===== src/rtl/reg_mux_adapt.sv =====
// reg_mux_adapt: registered N-channel select, resize and 2-entry skid output.
// Optional: REG_MUX_ADAPT_SATURATE_EN saturates lossy narrowed words.
module reg_mux_adapt #(
  parameter int N_CH   = 2,
  parameter int IN_W   = 8,
  parameter int OUT_W  = 6,
  parameter int SIGNED = 0,
  parameter int SEL_W  = $clog2(N_CH)
) (
  input  logic                   clk,
  input  logic                   rst,
  input  logic [N_CH*IN_W-1:0]   in_data,
  input  logic                   in_valid,
  output logic                   in_ready,
  input  logic [SEL_W-1:0]       sel,
  output logic [OUT_W-1:0]       out_data,
  output logic                   out_valid,
  input  logic                   out_ready,
  output logic                   trunc_seen,
  input  logic                   trunc_clr
);

  typedef enum logic [1:0] {
    EMPTY,
    ONE,
    TWO
  } state_t;

  state_t           r_state;
  state_t           w_next;
  logic [OUT_W-1:0] r_out;
  logic [OUT_W-1:0] r_skid;
  logic             r_trunc;

  logic [IN_W-1:0]  w_ch;
  logic [OUT_W-1:0] w_adapt;
  logic             w_lossy;
  logic             w_acc;
  logic             w_drn;
  logic             w_ld_out;
  logic             w_mv_skid;
  logic             w_ld_skid;

  // Out-of-range sel matches no channel and yields zero, which is never lossy.
  always_comb begin
    w_ch = '0;
    for (int k = 0; k < N_CH; k++) begin
      if (sel == SEL_W'(k)) begin
        w_ch = in_data[k*IN_W +: IN_W];
      end
    end
  end

  if (OUT_W < IN_W) begin : g_narrow
    logic [IN_W-OUT_W-1:0] w_disc;
    logic [OUT_W-1:0]      w_trunc;
    assign w_disc  = w_ch[IN_W-1:OUT_W];
    assign w_trunc = w_ch[OUT_W-1:0];
    assign w_lossy = (SIGNED != 0)
      ? (w_disc != {(IN_W-OUT_W){w_ch[OUT_W-1]}})
      : (|w_disc);
`ifdef REG_MUX_ADAPT_SATURATE_EN
    logic [OUT_W-1:0] w_sat;
    always_comb begin
      w_sat = '1;
      if (SIGNED != 0) begin
        w_sat = w_ch[IN_W-1]
          ? {1'b1, {(OUT_W-1){1'b0}}}
          : {1'b0, {(OUT_W-1){1'b1}}};
      end
    end
    assign w_adapt = w_lossy ? w_sat : w_trunc;
`else
    assign w_adapt = w_trunc;
`endif
  end else begin : g_wide
    assign w_adapt = (SIGNED != 0)
      ? OUT_W'($signed(w_ch))
      : OUT_W'(w_ch);
    assign w_lossy = 1'b0;
  end

  assign in_ready   = (r_state != TWO);
  assign out_valid  = (r_state != EMPTY);
  assign out_data   = r_out;
  assign trunc_seen = r_trunc;

  assign w_acc = in_valid && in_ready;
  assign w_drn = out_valid && out_ready;

  always_ff @(posedge clk or posedge rst) begin
    if (rst) begin
      r_state <= EMPTY;
    end else begin
      r_state <= w_next;
    end
  end

  always_comb begin
    w_next    = r_state;
    w_ld_out  = 1'b0;
    w_mv_skid = 1'b0;
    w_ld_skid = 1'b0;
    unique case (r_state)
      EMPTY: begin
        if (w_acc) begin
          w_next   = ONE;
          w_ld_out = 1'b1;
        end
      end
      ONE: begin
        if (w_acc && !w_drn) begin
          w_next    = TWO;
          w_ld_skid = 1'b1;
        end else if (!w_acc && w_drn) begin
          w_next = EMPTY;
        end else if (w_acc && w_drn) begin
          w_ld_out = 1'b1;
        end
      end
      TWO: begin
        if (w_drn) begin
          w_next    = ONE;
          w_mv_skid = 1'b1;
        end
      end
      default: w_next = EMPTY;
    endcase
  end

  always_ff @(posedge clk or posedge rst) begin
    if (rst) begin
      r_out  <= '0;
      r_skid <= '0;
    end else begin
      if (w_ld_out) begin
        r_out <= w_adapt;
      end else if (w_mv_skid) begin
        r_out <= r_skid;
      end
      if (w_ld_skid) begin
        r_skid <= w_adapt;
      end
    end
  end

  // A lossy accept in the same cycle as a clear keeps the flag set.
  always_ff @(posedge clk or posedge rst) begin
    if (rst) begin
      r_trunc <= 1'b0;
    end else if (w_acc && w_lossy) begin
      r_trunc <= 1'b1;
    end else if (trunc_clr) begin
      r_trunc <= 1'b0;
    end
  end

endmodule


===== config.mk =====
export PLATFORM = sky130hd
export DESIGN_NAME = reg_mux_adapt
export DESIGN_NICKNAME = d
export VERILOG_FILES = /design/src/rtl/reg_mux_adapt.sv
export SDC_FILE = /design/constraint.sdc
export NUM_CORES = 1
export LEC_CHECK = 0
export CAP_MARGIN = 20
export CORE_MARGIN = 8
export CORE_UTILIZATION = 44
export DETAILED_ROUTE_END_ITERATION = 16
export PLACE_DENSITY = 0.92
export SLEW_MARGIN = 40
export SYNTH_ARGS = -nofsm -noshare
export SYNTH_HDL_FRONTEND = slang
export SYNTH_SLANG_ARGS = --single-unit

===== constraint.sdc =====
create_clock -name clk -period 3 [get_ports clk]
set_clock_uncertainty 0.2 [all_clocks]
set_input_delay 0.45 -clock clk [delete_from_list [all_inputs] [get_ports clk]]
set_output_delay 0.45 -clock clk [all_outputs]
set_load 0.02 [all_outputs]

==> metrics, run 1 <==
post-CTS setup buffer count=0; clock root buffer=clkbuf_4; Post-Syn Area per Cell=11.96 um^2; crit path time final=2.236 ns; clock latency on the worst-skew pair=0.29 ns; Initial Util=45.33%; RSZ-0062 raised after global routing=false; via count=654; Netlist Area Pre-Place=765.7 um^2; Distinct cells, synth=25; Crit Path Max Fanout=7; most frequent cells after synthesis=15 x dfrtp_1, 8 x mux2_2, 6 x a221o_1; Slew Limit Fails=0; Area contributors post-synth=dfrtp_1 49%, mux2_2 12%, a221o_1 7.8%, mux2i_1 3.9%, and2_0 3.3%; Seq cells post-synth=15; area leader, netlist=dfrtp_1; routability cong.=0.7652; R2R depth=5; post-placement setup slack=0.7424 ns; synth warn=0; f_max=447.1 MHz; setup tns final=0 ns; HPWL after detailed placement=1.546 mm; Final period util=74.55%; final WL=1.983 mm; share of Yosys cell area claimed by the top area cell type=49.02%; Worst Max-Slew Pin Slew=0.5619 ns; setup violators final=0; clk sinks=15; Core Region=1689 um^2; relative slew slack=62.50%; Fin. Hold Viols=0; Port Buffer Count=30; Setup WS post-layout=0.7636 ns; vias in the first global route=681; CP Class=reg -> out; status=finished, final reports clean; total global routing overflow=0; power density over the cells=819.5 nW/um^2; Resized cells post-CTS=0; first-pass GRT wire length=3.174 mm; die area=3331 um^2; DR DRC count=0; starting DRC count in detailed routing=19; cell area after layout=1097 um^2; CTS H-tree lvls=1; count leader, synth=dfrtp_1; Layout Area Growth over Synthesis=43.30%; Hold Crit Class=reg -> reg; asr flop ratio synth=100.0%; Worst Setup Start Kind=flop; antenna-violating nets left=0; I/O pin cnt=31; average wire per standard cell=17.55 um; vias per cell=5.788; Die W=57.72 um; Worst Path Arrival=1.59 ns; Post-CTS Hold Buffers=0; Critical Path RT=2.35 ns; Post-synth top flop=dfrtp_1; CTS tree=built; initial antenna violation count=0; row count=15; Nets=120; largest net degree at the start of global routing=16; 1st-pass router iterations=5; Max IR drop VDD=0.0006009 V; Lkg Pwr=0.4645 nW; total track usage=12.35%; diode count=0; Mapped Cells=64; clk buf depth=2; fillcell total=138; hold depth=2; Num CTS Buffers=3; clk slew on worst S/H paths=0.08 ns; Post-synth EDFFs=0; Worst Setup End Kind=output pin; Area after DPL=1071 um^2; die height=57.72 um; share of cells above drive strength 1=13.54%; Maximum Capacitance Violations=0; Seq/Total Area, Yosys=49.02%; Synthesized Nets=87
final timing paths:
kind / from / to / slack, ns
max: r_state[0] / out_valid / 0.76
min: r_skid[5] / r_skid[5] / 0.30
max reg2reg: r_state[0] / r_skid[1] / 0.99
min reg2reg: r_skid[5] / r_skid[5] / 0.30
max in group asynchronous: rst / r_skid[5] / 1.91
min in group asynchronous: rst / out_data[1] / 0.31
layout make-up:
type / count / area [um^2] / share of cell area (%)
clock buffer: 4 / 26.28 / 2.395
inverter: 2 / 7.507 / 0.6842
multi-input combinational: 45 / 366.6 / 33.41
sequential: 15 / 375.4 / 34.21
tap: 17 / 21.27 / 1.938
timing repair buffer: 30 / 300.3 / 27.37
flip-flops by register name (all words and copies together), names as in the netlist:
| register | flops |
|---|---|
| out_data | 6 |
| r_skid | 6 |
| r_state | 2 |
| trunc_seen | 1 |
critical path: stages (launching register included):
cell and delay, ns:
dfrtp_1 0.45, or2_2 0.31, clkdlybuf4s50_1 0.55
cell usage in the layout, fill, tap and decap left out:
master / instances
nor3_1: 1
and2_0: 4
nor3b_1: 2
nor2_1: 1
nor2b_1: 2
nand3b_1: 1
inv_1: 2
a21oi_4: 1
a221o_1: 6
mux2i_1: 3
clkdlybuf4s50_1: 30
and3b_1: 1
a21oi_1: 1
or2_2: 1
a22o_1: 1
dfrtp_1: 15
nand2b_1: 2
mux2_2: 8
clkbuf_1: 1
and2_1: 2
o22ai_1: 1
o21bai_1: 1
clkbuf_4: 3
o21ai_0: 2
ha_1: 1
nand2_1: 3
cells by family after synthesis:
| group | synth area share (%) |
|---|---|
| buffers and inverters | 3.104 |
| AOI/OAI and AO/OA | 14.87 |
| muxes | 15.69 |
| and+or+nand+nor | 15.68 |
| DFF | 49.02 |
| adders and majority gates | 1.634 |
report_power, final:
group | switching (W) | leakage [nW] | internal (W) | total (W)
logic | 0.000195 | 0.267 | 0.000232 | 0.000428
registers | 0.0000586 | 0.183 | 0.000296 | 0.000354
clock network | 0.0000653 | 0.0150 | 0.0000517 | 0.000117
total | 0.000319 | 0.464 | 0.000580 | 0.000899
per-layer routing:
metal | up-vias | wire [um] | track usage (%)
li1 | 301 | - | -
met1 | 314 | 836 | 13.54
met2 | 33 | 949 | 20.58
met3 | 6 | 155 | 3.753
met4 | 0 | 41 | 7.343
met5 | - | 0 | 0
stage by stage:
| step | util [%] | hold WS [ns] | power, W | std cells |
|---|---|---|---|---|
| finish | 64.96 | 0.3008 | 0.0008993 | 113 |
| global route | 64.96 | 0.3201 | 0.0009488 | 113 |
| CTS | 64.96 | 0.3046 | 0.0009035 | 113 |
| detailed placement | 63.41 | 0.2816 | 0.0007849 | 109 |
| global placement | 63.41 | 0.2671 | 0.0007719 | 109 |
| floorplan | - | 0.1515 | 0.0006051 | 64 |
Note: power is estimated with default switching activity, not from simulation.
==> run 2, diff against run 1 <==
--- a/config.mk
+++ b/config.mk
@@ -7,9 +7,9 @@
 export LEC_CHECK = 0
 export CAP_MARGIN = 20
 export CORE_MARGIN = 8
-export CORE_UTILIZATION = 44
+export CORE_UTILIZATION = 41
 export DETAILED_ROUTE_END_ITERATION = 16
-export PLACE_DENSITY = 0.92
+export PLACE_DENSITY = 0.88
 export SLEW_MARGIN = 40
 export SYNTH_ARGS = -nofsm -noshare
 export SYNTH_HDL_FRONTEND = slang
==> constraint.sdc (replaced) <==
create_clock -name clk -period 2.15 [get_ports clk]
set_clock_uncertainty 0.2 [all_clocks]
set_input_delay 0.3225 -clock clk [delete_from_list [all_inputs] [get_ports clk]]
set_output_delay 0.3225 -clock clk [all_outputs]
set_load 0.02 [all_outputs]
==> metrics, run 2 (same netlist as run 1, synthesis figures left out) <==
status=finished, final reports clean; Clk pwr share=13.4% (+0.4 points); Final period util=95.70%; final WL=2.024 mm (+2.1%); Worst Max-Slew Pin Slew=0.5739 ns (+0.01190 ns); Worst Setup End Kind=output pin; FF-to-FF setup slack=0.15 ns (-0.84 ns); relative slew slack=61.70% (-0.79 points); diode count=0 (unchanged); I/O pin cnt=31 (unchanged); Pint=0.0008164 W (+41%); clock root buffer=clkbuf_4; Initial Util=43.87% (-1.5 points); CTS tree=built; f_max=486.0 MHz; Max IR drop VDD=0.0005829 V (-3.0%); total track usage=12.18% (-0.17 points); worst hold slack=0.1778 ns (-0.1230 ns); average wire per standard cell=16.46 um (-6.2%); clock latency on the worst-skew pair=0.30 ns (about the same); Port Buffer Count=30 (unchanged); power density over the cells=1139 nW/um^2 (+39%); Critical Path Start=r_state[0]; vias per cell=5.285 (-8.7%); CTS H-tree lvls=1 (unchanged); starting DRC count in detailed routing=13 (-6); cell area after layout=1125 um^2 (+2.5%); reg-to-reg critical path startpoint=r_state[0]; RSZ-0062 raised after global routing=false; sequential power share=39.3% (about the same); Post-CTS Hold Buffers=0 (unchanged); Fin. Hold Viols=0 (unchanged); DR DRC count=0 (unchanged); Core Region=1745 um^2 (+3.3%); register area=375.4 um^2 (unchanged); Lkg Pwr=0.4824 nW (+3.8%); switching portion of total power=36.27% (+0.76 points); post-placement setup slack=0.03298 ns (-0.7094 ns); Die W=59.22 um (+2.6%); vias in the first global route=682 (+0.15%); Slew Limit Fails=0 (unchanged); NetSw=0.0004646 W (+45%); first-pass GRT wire length=3.249 mm (+2.4%); share of cells above drive strength 1=15.31% (+1.8 points); most common cell after layout, fill and taps aside=clkdlybuf4s50_1; Layout Area Growth over Synthesis=46.90%; share of power burned in combinational logic=47.3% (-0.3 points); 1st-pass router iterations=4 (-1); clk sinks=15 (unchanged); die height=59.22 um (+2.6%); Num CTS Buffers=3 (unchanged); fillcell total=145 (+5.1%); Nets=122 (+1.7%); Worst Path Arrival=1.54 ns (-0.05 ns); Critical Path RT=1.63 ns (-0.72 ns); routability cong.=0.7067 (-7.6%); CP Class=reg -> out; Hold Crit Class=in -> async; post-CTS setup buffer count=0 (unchanged); Crit Path Max Fanout=7 (unchanged); setup violators final=0 (unchanged); largest net degree at the start of global routing=16 (unchanged); die area=3506 um^2 (+5.3%); crit path time final=2.058 ns; R2R depth=5 (unchanged); Maximum Capacitance Violations=0 (unchanged); clk slew on worst S/H paths=0.09 ns (about the same); Worst Setup Start Kind=flop; area of the multi-input gates=366.6 um^2 (unchanged); HPWL after detailed placement=1.602 mm (+3.6%); row count=15 (unchanged); FF-to-FF End=r_skid[1]; antenna-violating nets left=0 (unchanged); Resized cells post-CTS=0 (unchanged); Finished Core Util=64.44% (-0.52 points); setup tns final=0 ns (unchanged); commonest cells after routing, fill and taps aside=29 x clkdlybuf4s50_1, 15 x dfrtp_1, 8 x mux2_2, 6 x a221o_1, 4 x and2_0; clk buf depth=2 (unchanged); Area after DPL=1096 um^2 (+2.3%); via count=650 (-0.61%); Setup WS post-layout=0.09238 ns (-0.6712 ns); total global routing overflow=0 (unchanged); initial antenna violation count=0 (unchanged)
-- run 2: through the flow --
step / power, W / cells
4_1_cts: 0.001297 / 123
2_1_floorplan: 0.0008443 / 64
5_1_grt: 0.001348 / 123
6_report: 0.001281 / 123
3_5_place_dp: 0.001124 / 119
3_3_place_gp: 0.001092 / 119
-- run 2: layout make-up --
cell class / count / area share (%)
sequential: 15 / 33.37
multi-input combinational: 45 / 32.59
timing repair buffer: 32 / 28.25
tap: 25 / 2.781
clock buffer: 4 / 2.336
inverter: 2 / 0.6674
-- run 2: power by group through the flow --
stage / clock network (W) / logic [W] / registers, W
floorplan: 0 / 0.000289 / 0.000556
global placement: 0 / 0.000599 / 0.000493
detailed placement: 0 / 0.000616 / 0.000507
CTS: 0.000175 / 0.000618 / 0.000503
global route: 0.000183 / 0.000647 / 0.000518
finish: 0.000171 / 0.000606 / 0.000504
-- run 2: worst max-delay path by stage --
stage                           end  cells after the start
after floorplan           r_skid[0]                      5
after global placement    r_skid[2]                      5
after detailed placement  r_skid[1]                      5
after CTS                 out_valid                      2
after global routing       in_ready                      2
final                      in_ready                      2
-- run 2: worst max-delay path, stage by stage, from the launching register on --
cell and delay, ns:
dfrtp_1 0.45, nand2b_1 0.18, clkdlybuf4s50_1 0.61
-- run 2: metal layers --
metal | vias to the layer above | GRT usage [%] | part of all wire, % | routed length [um]
met1 | 312 | 13.28 | 43 | 877
met2 | 29 | 19.11 | 44 | 895
met3 | 7 | 4.338 | 8.6 | 175
li1 | 302 | - | - | -
met4 | 0 | 8.532 | 3.8 | 76
met5 | - | 0 | 0 | 0
==> run 3, diff against run 2 <==
--- a/config.mk
+++ b/config.mk
@@ -10,6 +10,7 @@
 export CORE_UTILIZATION = 41
 export DETAILED_ROUTE_END_ITERATION = 16
 export PLACE_DENSITY = 0.88
+export RECOVER_POWER = 50
 export SLEW_MARGIN = 40
 export SYNTH_ARGS = -nofsm -noshare
 export SYNTH_HDL_FRONTEND = slang
==> metrics, run 3 (same netlist as run 1, synthesis figures left out) <==
Num CTS Buffers=3 (unchanged); post-CTS setup buffer count=0 (unchanged); 1st-pass router iterations=4 (unchanged); crit-path max cell delay=0.61 ns (about the same); Top Family by Delay on Critical Path=buffers and inverters; starting DRC count in detailed routing=11 (-2); reg-to-reg critical path startpoint=r_state[0]; Core Region=1745 um^2 (unchanged); Final period util=95.56% (-0.15 points); largest net degree at the start of global routing=16 (unchanged); register area=375.4 um^2 (unchanged); crit path time final=2.054 ns (-0.003178 ns); die area=3506 um^2 (unchanged); Initial Util=43.87% (unchanged); Fin. Hold Viols=0 (unchanged); DR DRC count=0 (unchanged); total power=0.001277 W (-0.33%); f_max=486.8 MHz (+0.15%); FF-to-FF End=r_skid[1]; DP Cell Count=119 (unchanged); clock latency on the worst-skew pair=0.29 ns (about the same); Crit Path Max Fanout=7 (unchanged); Layout Area Growth over Synthesis=46.90% (unchanged); vias per cell=5.276 (-0.15%); Buf/Inv on CP=1 (unchanged); initial antenna violation count=0 (unchanged); antenna-violating nets left=0 (unchanged); routability cong.=0.7067 (unchanged); Max IR drop VDD=0.0005809 V (-0.35%); Nets=122 (unchanged); Port Buffer Count=30 (unchanged); relative slew slack=61.68% (about the same); HPWL after detailed placement=1.602 mm (unchanged); final WL=2.014 mm (-0.49%); Hold Crit Class=in -> async; total track usage=12.18% (unchanged); worst-path cell chain=nand2b_1 > clkdlybuf4s50_1; Die W=59.22 um (unchanged); Post-CTS Hold Buffers=0 (unchanged); via count=649 (-0.15%); fillcell total=145 (unchanged); clk slew on worst S/H paths=0.09 ns (about the same); RSZ-0062 raised after global routing=false; CP Class=reg -> out; area of the multi-input gates=366.6 um^2 (unchanged); diode count=0 (unchanged); I/O pin cnt=31 (unchanged); clk buf depth=2 (unchanged); critical path's slowest cell=clkdlybuf4s50_1; commonest cells after routing, fill and taps aside=26 x clkdlybuf4s50_1, 15 x dfrtp_1, 7 x mux2_2, 6 x a221o_1, 5 x and2_0; power density over the cells=1135 nW/um^2 (-0.33%); CTS H-tree lvls=1 (unchanged); clk sinks=15 (unchanged); first-pass GRT wire length=3.249 mm (unchanged); Worst Setup End Kind=output pin; setup tns final=0 ns (unchanged); Critical Path RT=1.63 ns (about the same); most common cell after layout, fill and taps aside=clkdlybuf4s50_1; average wire per standard cell=16.37 um (-0.49%); Maximum Capacitance Violations=0 (unchanged); row count=15 (unchanged); CTS tree=built; Lkg Pwr=0.4828 nW (about the same); status=finished, final reports clean; R2R depth=5 (unchanged); vias in the first global route=682 (unchanged); die height=59.22 um (unchanged); Worst Setup Start Kind=flop; FF-to-FF setup slack=0.14 ns (about the same); share of cells above drive strength 1=14.29% (-1.0 points); Finished Core Util=64.44% (unchanged); non-filler cells, final=123 (unchanged); Worst Max-Slew Pin Slew=0.5742 ns (+0.0003623 ns); clock root buffer=clkbuf_4; Slew Limit Fails=0 (unchanged); total global routing overflow=0 (unchanged); setup violators final=0 (unchanged); Worst Path Arrival=1.53 ns (about the same); Resized cells post-CTS=0 (unchanged)
[run 3: cell count changes in the layout (fill, tap and decap cells not counted)]
cell / delta
mux2_1: +1
dlygate4sd3_1: +3
and2_1: -1
and2_0: +1
clkdlybuf4s50_1: -3
mux2_2: -1
[run 3: worst max-delay path by stage]
stage               startpoint   endpoint  slack [ns]  depth (start not counted)
floorplan           r_state[0]  r_skid[0]        0.17                          5
global placement     out_ready  r_skid[2]        0.06                          5
detailed placement   out_ready  r_skid[1]        0.03                          5
CTS                 r_state[0]  out_valid        0.02                          2
global route        r_state[0]   in_ready        0.05                          2
finish              r_state[0]   in_ready         0.1                          2
[run 3: per-stage QoR]
stage               area, um^2  hold WS (ns)  worst slack, ns
floorplan                765.7       0.02398           0.1665
global placement          1096        0.2669          0.06394
detailed placement        1096        0.2907          0.03298
CTS                       1122        0.1942          0.01666
global route              1125        0.3371          0.04640
finish                    1125        0.3079          0.09556
[run 3: per-layer routing]
layer / share of wire [%] / wire [um] / vias up / global-route usage [%]
met5: 0 / 0 / - / 0
met4: 3.8 / 76 / 0 / 8.532
met3: 8.2 / 166 / 7 / 4.338
met2: 44 / 893 / 29 / 19.11
met1: 44 / 877 / 310 / 13.28
li1: - / - / 303 / -
[run 3: layout make-up]
class	count	share of cell area [%]
Multi-Input combinational cell	45	32.59
Clock buffer	4	2.336
Inverter	2	0.6674
Timing Repair Buffer	32	28.25
Sequential cell	15	33.37
Tap cell	25	2.781
[run 3: power breakdown]
part | leakage, nW | internal, W | total, W | switching (W)
clock network | 0.0150 | 0.0000724 | 0.000169 | 0.0000965
logic | 0.285 | 0.000329 | 0.000604 | 0.000275
registers | 0.183 | 0.000413 | 0.000503 | 0.0000902
total | 0.483 | 0.000815 | 0.00128 | 0.000462
[run 3: worst register-to-register path, cell delays in order, from the launching register on]
cell      delay, ns
dfrtp_1        0.45
nand2b_1       0.20
and2_0         0.19
ha_1           0.20
nand3b_1       0.27
mux2_2         0.39
